--- src/rtl/imem_pkg.sv ---
// Shared constants and FSM encoding for the instruction-memory boot loader.
package imem_pkg;

   localparam int unsigned IMEM_DEPTH = 256;

   typedef enum logic [2:0] {
      ST_IDLE = 3'd0,
      ST_LEN  = 3'd1,
      ST_DATA = 3'd2,
      ST_CSUM = 3'd3,
      ST_DONE = 3'd4,
      ST_ERR  = 3'd5
   } state_e;

   function automatic logic is_rx_state(input state_e st);
      return (st == ST_LEN) || (st == ST_DATA) || (st == ST_CSUM);
   endfunction

endpackage

--- src/rtl/imem_xor_acc.sv ---
// 8-bit running XOR over accepted frame bytes; clear takes priority over enable.
module imem_xor_acc (
   input  logic       clk,
   input  logic       rst_n,
   input  logic       clr_i,
   input  logic       en_i,
   input  logic [7:0] data_i,
   output logic [7:0] acc_o
);

   logic [7:0] acc_q;

   // Accumulator register
   always_ff @(posedge clk or negedge rst_n) begin
      if (!rst_n) begin
         acc_q <= 8'h00;
      end else if (clr_i) begin
         acc_q <= 8'h00;
      end else if (en_i) begin
         acc_q <= acc_q ^ data_i;
      end else begin
         acc_q <= acc_q;
      end
   end

   assign acc_o = acc_q;

endmodule

--- src/rtl/imem_loader.sv ---
// Boot-time loader: receives a length/payload/XOR-checksum frame and writes the
// payload byte by byte into instruction memory, releasing the CPU on success.
module imem_loader
   import imem_pkg::*;
#(
   parameter int unsigned DEPTH = IMEM_DEPTH
) (
   input  logic        clk,
   input  logic        reset,
   input  logic        in_valid,
   input  logic [7:0]  in_data,
   output logic        in_ready,
   input  logic        reload,
   output logic        mem_we,
   output logic [31:0] mem_addr,
   output logic [7:0]  mem_wdata,
   output logic        cpu_reset_n,
   output logic        done,
   output logic        error
);

   localparam logic [31:0] DEPTH_W = 32'(DEPTH);

   state_e      state_q;
   logic [31:0] len_q;
   logic [31:0] len_d;
   logic [31:0] cnt_q;
   logic        mem_we_q;
   logic [31:0] mem_addr_q;
   logic [7:0]  mem_wdata_q;
   logic        cpu_reset_n_q;
   logic        done_q;
   logic        error_q;

   logic        accept_s;
   logic        restart_s;
   logic        acc_clr_s;
   logic        acc_en_s;
   logic [7:0]  acc_s;

   assign in_ready  = is_rx_state(state_q);
   assign accept_s  = in_valid && in_ready;
   assign restart_s = ((state_q == ST_DONE) || (state_q == ST_ERR)) && reload;
   // Length arrives LSB first, so shift new bytes in from the top.
   assign len_d     = {in_data, len_q[31:8]};

   assign acc_clr_s = (state_q == ST_IDLE) || restart_s;
   assign acc_en_s  = accept_s && ((state_q == ST_LEN) || (state_q == ST_DATA));

   imem_xor_acc u_xor_acc (
      .clk    (clk),
      .rst_n  (reset),
      .clr_i  (acc_clr_s),
      .en_i   (acc_en_s),
      .data_i (in_data),
      .acc_o  (acc_s)
   );

   // Frame FSM with length register, byte counter and registered write port
   always_ff @(posedge clk or negedge reset) begin
      if (!reset) begin
         state_q       <= ST_IDLE;
         len_q         <= 32'd0;
         cnt_q         <= 32'd0;
         mem_we_q      <= 1'b0;
         mem_addr_q    <= 32'd0;
         mem_wdata_q   <= 8'h00;
         cpu_reset_n_q <= 1'b0;
         done_q        <= 1'b0;
         error_q       <= 1'b0;
      end else begin
         mem_we_q <= 1'b0;
         case (state_q)
            ST_IDLE: begin
               state_q <= ST_LEN;
               cnt_q   <= 32'd0;
            end
            ST_LEN: begin
               if (accept_s) begin
                  len_q <= len_d;
                  if (cnt_q == 32'd3) begin
                     cnt_q <= 32'd0;
                     if (len_d > DEPTH_W) begin
                        state_q <= ST_ERR;
                        error_q <= 1'b1;
                     end else if (len_d == 32'd0) begin
                        state_q <= ST_CSUM;
                     end else begin
                        state_q <= ST_DATA;
                     end
                  end else begin
                     cnt_q <= cnt_q + 32'd1;
                  end
               end
            end
            ST_DATA: begin
               if (accept_s) begin
                  mem_we_q    <= 1'b1;
                  mem_addr_q  <= cnt_q;
                  mem_wdata_q <= in_data;
                  cnt_q       <= cnt_q + 32'd1;
                  if (cnt_q == (len_q - 32'd1)) begin
                     state_q <= ST_CSUM;
                  end
               end
            end
            ST_CSUM: begin
               if (accept_s) begin
                  if (in_data == acc_s) begin
                     state_q       <= ST_DONE;
                     done_q        <= 1'b1;
                     cpu_reset_n_q <= 1'b1;
                  end else begin
                     state_q <= ST_ERR;
                     error_q <= 1'b1;
                  end
               end
            end
            ST_DONE, ST_ERR: begin
               if (reload) begin
                  state_q       <= ST_LEN;
                  cnt_q         <= 32'd0;
                  done_q        <= 1'b0;
                  error_q       <= 1'b0;
                  cpu_reset_n_q <= 1'b0;
               end
            end
            default: begin
               state_q <= ST_IDLE;
            end
         endcase
      end
   end

   assign mem_we      = mem_we_q;
   assign mem_addr    = mem_addr_q;
   assign mem_wdata   = mem_wdata_q;
   assign cpu_reset_n = cpu_reset_n_q;
   assign done        = done_q;
   assign error       = error_q;

endmodule

--- config.mk ---
export PLATFORM = sky130hd
export DESIGN_NAME = imem_loader
export DESIGN_NICKNAME = d
export VERILOG_FILES = /design/src/rtl/imem_pkg.sv /design/src/rtl/imem_xor_acc.sv /design/src/rtl/imem_loader.sv
export SDC_FILE = /design/constraint.sdc
export NUM_CORES = 1
export LEC_CHECK = 0
export ABC_CLOCK_PERIOD_IN_PS = 5780
export BUFFER_PORTS_ARGS = -buffer_cell sky130_fd_sc_hd__buf_2
export CORE_MARGIN = 8
export CORE_UTILIZATION = 25
export DETAILED_ROUTE_END_ITERATION = 6
export PLACE_DENSITY = 0.5
export SLEW_MARGIN = 20
export SYNTH_ARGS = -nofsm -noshare
export SYNTH_HDL_FRONTEND = slang
export SYNTH_SLANG_ARGS = --single-unit
export TNS_END_PERCENT = 1
--- constraint.sdc ---
create_clock -name clk -period 5.78 [get_ports clk]
set_input_delay 1.156 -clock clk [delete_from_list [all_inputs] [get_ports clk]]
set_output_delay 1.156 -clock clk [all_outputs]
set_load 0.005 [all_outputs]
==> results.toml, run 1 <==
[global_route]
grt-ovfl-total = 0
grt_pass1_wl_um = 26800
first_global_vias = 4587
antenna_found_initial = 0
track_usage = 0.111
grt_max_degree = 67

[synthesis]
synth_mux_area_frac = 0.129
yosys.area_share.simple = 0.180
seq_area_frac_synth = 0.477
synth.avg_cell_area_um2 = 10.5
synthXorXnorAreaFrac = 0.117
synth_cells = 592
synth_area_um2 = 6190
ys_seq_elements = 118
ys.warnings.count = 0
async_flop_share = 1.00
synth_cell_types = 53
synthFlopType = "dfrtp_1"
synth-edff-count = 0
synth_fa_ha_area_frac = 0.00566
synth_compound_area_frac = 0.0615
synth_top_family_by_area = "simple AND/OR/NAND/NOR gates"
syn-num-nets = 606

[status]
outcome = "finished, final reports clean"

[critical_path]
crit_start = "in_valid"
r2r_slack_ns = 2.62
critical_path_class = "in -> reg"
arrival_ns = 3.78
worst_path_max_delay_cell = "o22ai_1"
rr_worst_depth = 7
crit_top_cell = "nor2_1"
critPathCaptureType = "flip-flop"
worstReg2RegStart = "state_q[1]$_DFFE_PN0P_"
required_ns = 6.06
slowest_delay_ns = 0.74
cp_max_fo = 13
startpoint_type = "input pin"
reg2reg_to = "cnt_q[30]$_DFFE_PN0P_"
crit_chain = "buf_2 > inv_1 > maj3_1 > o22ai_1 > nand4_1 > nor2_1 > nand3_1 > xor2_1 > nor2_1"

[finish]
nNetsFinal = 651
fin_cells = 974
area.growth.synth_to_final_pct = 19.3
drive_gt1_frac = 0.265
antenna_cells = 0

[sta]
setup_viol = 0
relSlewSlack = 0.358
fmax_ghz = 0.286
finalCritPeriodShare = 0.606
finalWorstSetupSlack_ns = 2.28
hold_violations = 0
max_slew.worst_pin.slew_ns = 0.964
fin_crit_ns = 3.50
slew_violations = 0
clock_skew_ns = 0.00602
rsz0062_at_grt = "no"
final.setup.tns_ns = 0

[clock_tree]
clk_pin_slew_ns = 0.05
clock_latency_ns = 0.42
post_cts_buffers = 0
cts-root-buf = "clkbuf_16"
cts-resized-gates = 0
cts_buffer_depth = 2
hold_buffers = 0
cts_tree = "built"
htreeDepth = 4
cts.sinks = 118
cts-buffers-inserted = 17

[placed_design]
dpl_worst_slack_ns = 1.86
post-place-cells = 942
place_congestion = 0.834
port-buffer-count = 56
dpl.hpwl_um = 11600

[run]
maxCapViolations = 0

[floorplan]
die_h_um = 173
start_util = 0.254
coreArea_um2 = 24300
die_w_um = 173
row_count = 57
dieArea_um2 = 30000
num_io_pins = 57

[power]
powerDensity_nw_per_um2 = 420
ir_drop_uv = 191
p_leak_nw = 3.26

[drt]
drtIter0Drc = 251
firstDrtPassIters = 4
viasPerCell = 4.63
wl_per_cell_um = 16.6
drc = 0
vias = 4505
drt_wl_total_um = 16200
ant_nets = 0

[worst_hold_path]
hp-class = "reg -> reg"
worstHoldPathCells = 1
min_from = "mem_addr[5]$_DFFE_PN0P_"
min_to = "mem_addr[5]$_DFFE_PN0P_"
-- per-stage QoR --
stage | area (um^2) | power, mW | hold WS (ns) | utilization
2_1_floorplan | 6190 | 1.79 | 0.477 | -
6_report | 7380 | 3.10 | 0.497 | 0.304
3_5_place_dp | 6770 | 2.03 | 0.490 | 0.278
3_3_place_gp | 6770 | 2.02 | 0.487 | 0.278
5_1_grt | 7380 | 3.30 | 0.511 | 0.304
4_1_cts | 7380 | 3.13 | 0.502 | 0.304
-- synth_stat cells, drive strengths merged, types with 10 or more instances --
library cell	instances	area [um^2]
and3	10	62.6
dfrtp	118	2950
xor2	42	368
nor3	17	96.4
xnor2	41	359
mux2	69	781
nor4	18	119
nand4	15	93.8
nand2	47	176
nor2	56	210
clkbuf	29	109
nand3	15	80.1
o21ai	25	125
-- state kept, by name, summed over array words and instances (netlist names) --
name and cells:
state_q 3, done 1, len_q 32, mem_wdata 8
mem_addr 32, u_xor_acc.acc_o 8, error 1, cnt_q 32
mem_we 1
-- critical path: cells and delay by family --
| family | cells | cell delay, ns |
|---|---|---|
| AO/OA/AOI/OAI | 1 | 0.74 |
| XOR/XNOR | 1 | 0.16 |
| adder cells (fa/ha/maj) | 1 | 0.38 |
| buffers and inverters | 2 | 0.22 |
| AND/OR/NAND/NOR | 4 | 1.11 |
-- cell type report --
| class | instances | area [um^2] |
|---|---|---|
| well taps | 324 | 405 |
| clock buffers | 21 | 460 |
| flip-flops and latches | 118 | 2950 |
| multi-input cells | 431 | 3070 |
| repair buffers | 60 | 313 |
| fillers | 2465 | 16900 |
| inverters | 9 | 33.8 |
| clock inverters | 11 | 150 |
-- layout by cell type (no fill, tap or decap), types with 4 or more instances in the layout --
cell type / n
a21oi_1: 5
and3_1: 10
buf_2: 55
buf_4: 5
clkbuf_16: 17
clkinvlp_4: 5
dfrtp_1: 118
inv_1: 9
mux2_2: 68
nand2_1: 47
nand2b_1: 6
nand3_1: 14
nand4_1: 15
nor2_1: 56
nor3_1: 15
nor4_1: 16
o211ai_1: 4
o21ai_0: 25
o31ai_1: 5
or3_1: 5
or4_1: 6
xnor2_1: 41
xor2_1: 42
-- power breakdown --
group | internal [mW] | switching, mW
clock | 0.700 | 0.386
combinational | 0.366 | 0.401
sequential | 0.983 | 0.263
total | 2.05 | 1.05
-- worst max path at each step --
stage	endpoint	cells past startpoint	slack, ns
6_report	cnt_q[30]$_DFFE_PN0P_	9	2.28
5_1_grt	cnt_q[30]$_DFFE_PN0P_	9	1.97
4_1_cts	cnt_q[28]$_DFFE_PN0P_	9	2.29
3_5_place_dp	cnt_q[28]$_DFFE_PN0P_	9	1.86
3_3_place_gp	cnt_q[28]$_DFFE_PN0P_	9	1.90
2_1_floorplan	len_q[24]$_DFFE_PN0P_	4	2.82
-- metal layers --
metal	vias to the layer above	routed length, um	track usage
met5	-	0	0
met4	0	221	0.0370
met3	15	554	0.0246
met2	69	7560	0.175
met1	2245	7850	0.149
li1	2176	-	-
-- cells by family (layout without fill, tap and decap cells) --
group                    after synthesis  in the layout
AND/OR/NAND/NOR                      215            215
flip-flops                           118            118
XOR/XNOR                              83             83
multiplexers                          71             71
AO/OA/AOI/OAI                         59             59
buffers and inverters                 43            101
adder cells (fa/ha/maj)                3              3
No activity file was read; power rests on OpenSTA's default activity.
==> run 2: changes to the inputs <==
ABC_CLOCK_PERIOD_IN_PS = 3600   (was 5780)
clock period = 3.6 ns   (was 5.78 ns; I/O delays follow)
==> results.toml, run 2 (same netlist as run 1, synthesis figures left out) <==
[status]
outcome = "finished, final reports clean"

[sta]
max_slew.worst_pin.slew_ns = 0.644
slew_violations = 0
setup_viol = 0
rsz0062_at_grt = "no"
relSlewSlack = 0.571
fin_crit_ns = 3.08
finalCritPeriodShare = 0.855
final.setup.tns_ns = 0
clock_skew_ns = 0.00931
fmax_ghz = 0.325
hold_violations = 0

[clock_tree]
clk_pin_slew_ns = 0.05
clock_latency_ns = 0.41
post_cts_buffers = 0
cts-root-buf = "clkbuf_16"
htreeDepth = 4
cts_buffer_depth = 2
cts.sinks = 118
cts-buffers-inserted = 17
cts_tree = "built"
cts-resized-gates = 0
hold_buffers = 0

[placed_design]
port-buffer-count = 56
dpl.hpwl_um = 11700
place_congestion = 0.870
place_area_um2 = 6840

[critical_path]
worst_path_max_delay_cell = "or4_1"
critical_path_class = "reg -> reg"
slowest_delay_ns = 0.53
startpoint_type = "flip-flop"
cp_top_family = "simple AND/OR/NAND/NOR gates"
required_ns = 3.95
crit_buf_inv = 1
crit_chain = "inv_1 > ha_1 > or3b_1 > nor3_1 > xnor2_1 > a2111oi_0 > nand4_1 > or4_1 > nor4_1 > o32a_1"
cp_max_fo = 7
critPathCaptureType = "flip-flop"
arrival_ns = 3.43

[finish]
antenna_cells = 0
drive_gt1_frac = 0.269
fill_cells = 2501
nNetsFinal = 658
final_core_util = 0.307
area.growth.synth_to_final_pct = 20.6
final_common_cell = "dfrtp_1"
regArea_um2 = 2950
final_cell_area_um2 = 7460
multiInputGateArea_um2 = 3070
most-common-layout-cells = "dfrtp_1 (118), mux2_2 (68), nor2_1 (56)"

[floorplan]
row_count = 57
coreArea_um2 = 24300
die_w_um = 173
start_util = 0.254
num_io_pins = 57
die_h_um = 173
dieArea_um2 = 30000

[power]
ir_drop_uv = 337
p_leak_nw = 3.32
powerDensity_nw_per_um2 = 681

[worst_hold_path]
hp-class = "in -> async"

[global_route]
antenna_found_initial = 0
track_usage = 0.112
grt_max_degree = 54
grt_pass1_wl_um = 27000
grt-ovfl-total = 0
first_global_vias = 4610

[drt]
wl_per_cell_um = 16.6
viasPerCell = 4.61
drtIter0Drc = 236
vias = 4525
drc = 0
ant_nets = 0
drt_wl_total_um = 16300
firstDrtPassIters = 4

[run]
maxCapViolations = 0
[run 2: final timing paths]
| path | from | end | slack (ns) | depth (start not counted) |
|---|---|---|---|---|
| min | reset | cnt_q[0]$_DFFE_PN0P_ | 0.34 | 1 |
| max reg2reg | len_q[0]$_DFFE_PN0P_ | state_q[0]$_DFFE_PN0P_ | 0.52 | 10 |
| min in group clk | mem_addr[23]$_DFFE_PN0P_ | mem_addr[23]$_DFFE_PN0P_ | 0.50 | 1 |
| min reg2reg | mem_addr[23]$_DFFE_PN0P_ | mem_addr[23]$_DFFE_PN0P_ | 0.50 | 1 |
| max | len_q[0]$_DFFE_PN0P_ | state_q[0]$_DFFE_PN0P_ | 0.52 | 10 |
| max in group asynchronous | reset | len_q[17]$_DFFE_PN0P_ | 2.48 | 2 |
[run 2: report_power, final]
group	total (mW)	internal, mW	switching [mW]
registers	2.00	1.58	0.417
clock network	1.80	1.21	0.591
logic	1.29	0.613	0.675
total	5.08	3.40	1.68
[run 2: area by class of cell]
cell class | count | area share
Clock inverter | 9 | 0.0198
Sequential cell | 118 | 0.396
Timing Repair Buffer | 67 | 0.0506
Multi-Input combinational cell | 431 | 0.411
Clock buffer | 23 | 0.0641
Tap cell | 324 | 0.0543
Inverter | 9 | 0.00453
[run 2: per-stage QoR]
stage	hold WS (ns)	worst slack, ns	power (mW)	std cells
finish	0.336	0.521	5.08	981
global route	0.371	0.266	5.39	981
CTS	0.346	0.540	5.13	981
detailed placement	0.491	0.593	3.29	949
global placement	0.487	0.637	3.29	949
floorplan	0.424	0.768	2.88	592
[run 2: layer usage]
layer	part of all wire	global-route usage	up-vias
li1	-	-	2197
met1	0.47	0.149	2231
met2	0.49	0.180	87
met3	0.034	0.0266	10
met4	0.0087	0.0295	0
met5	0	0	-
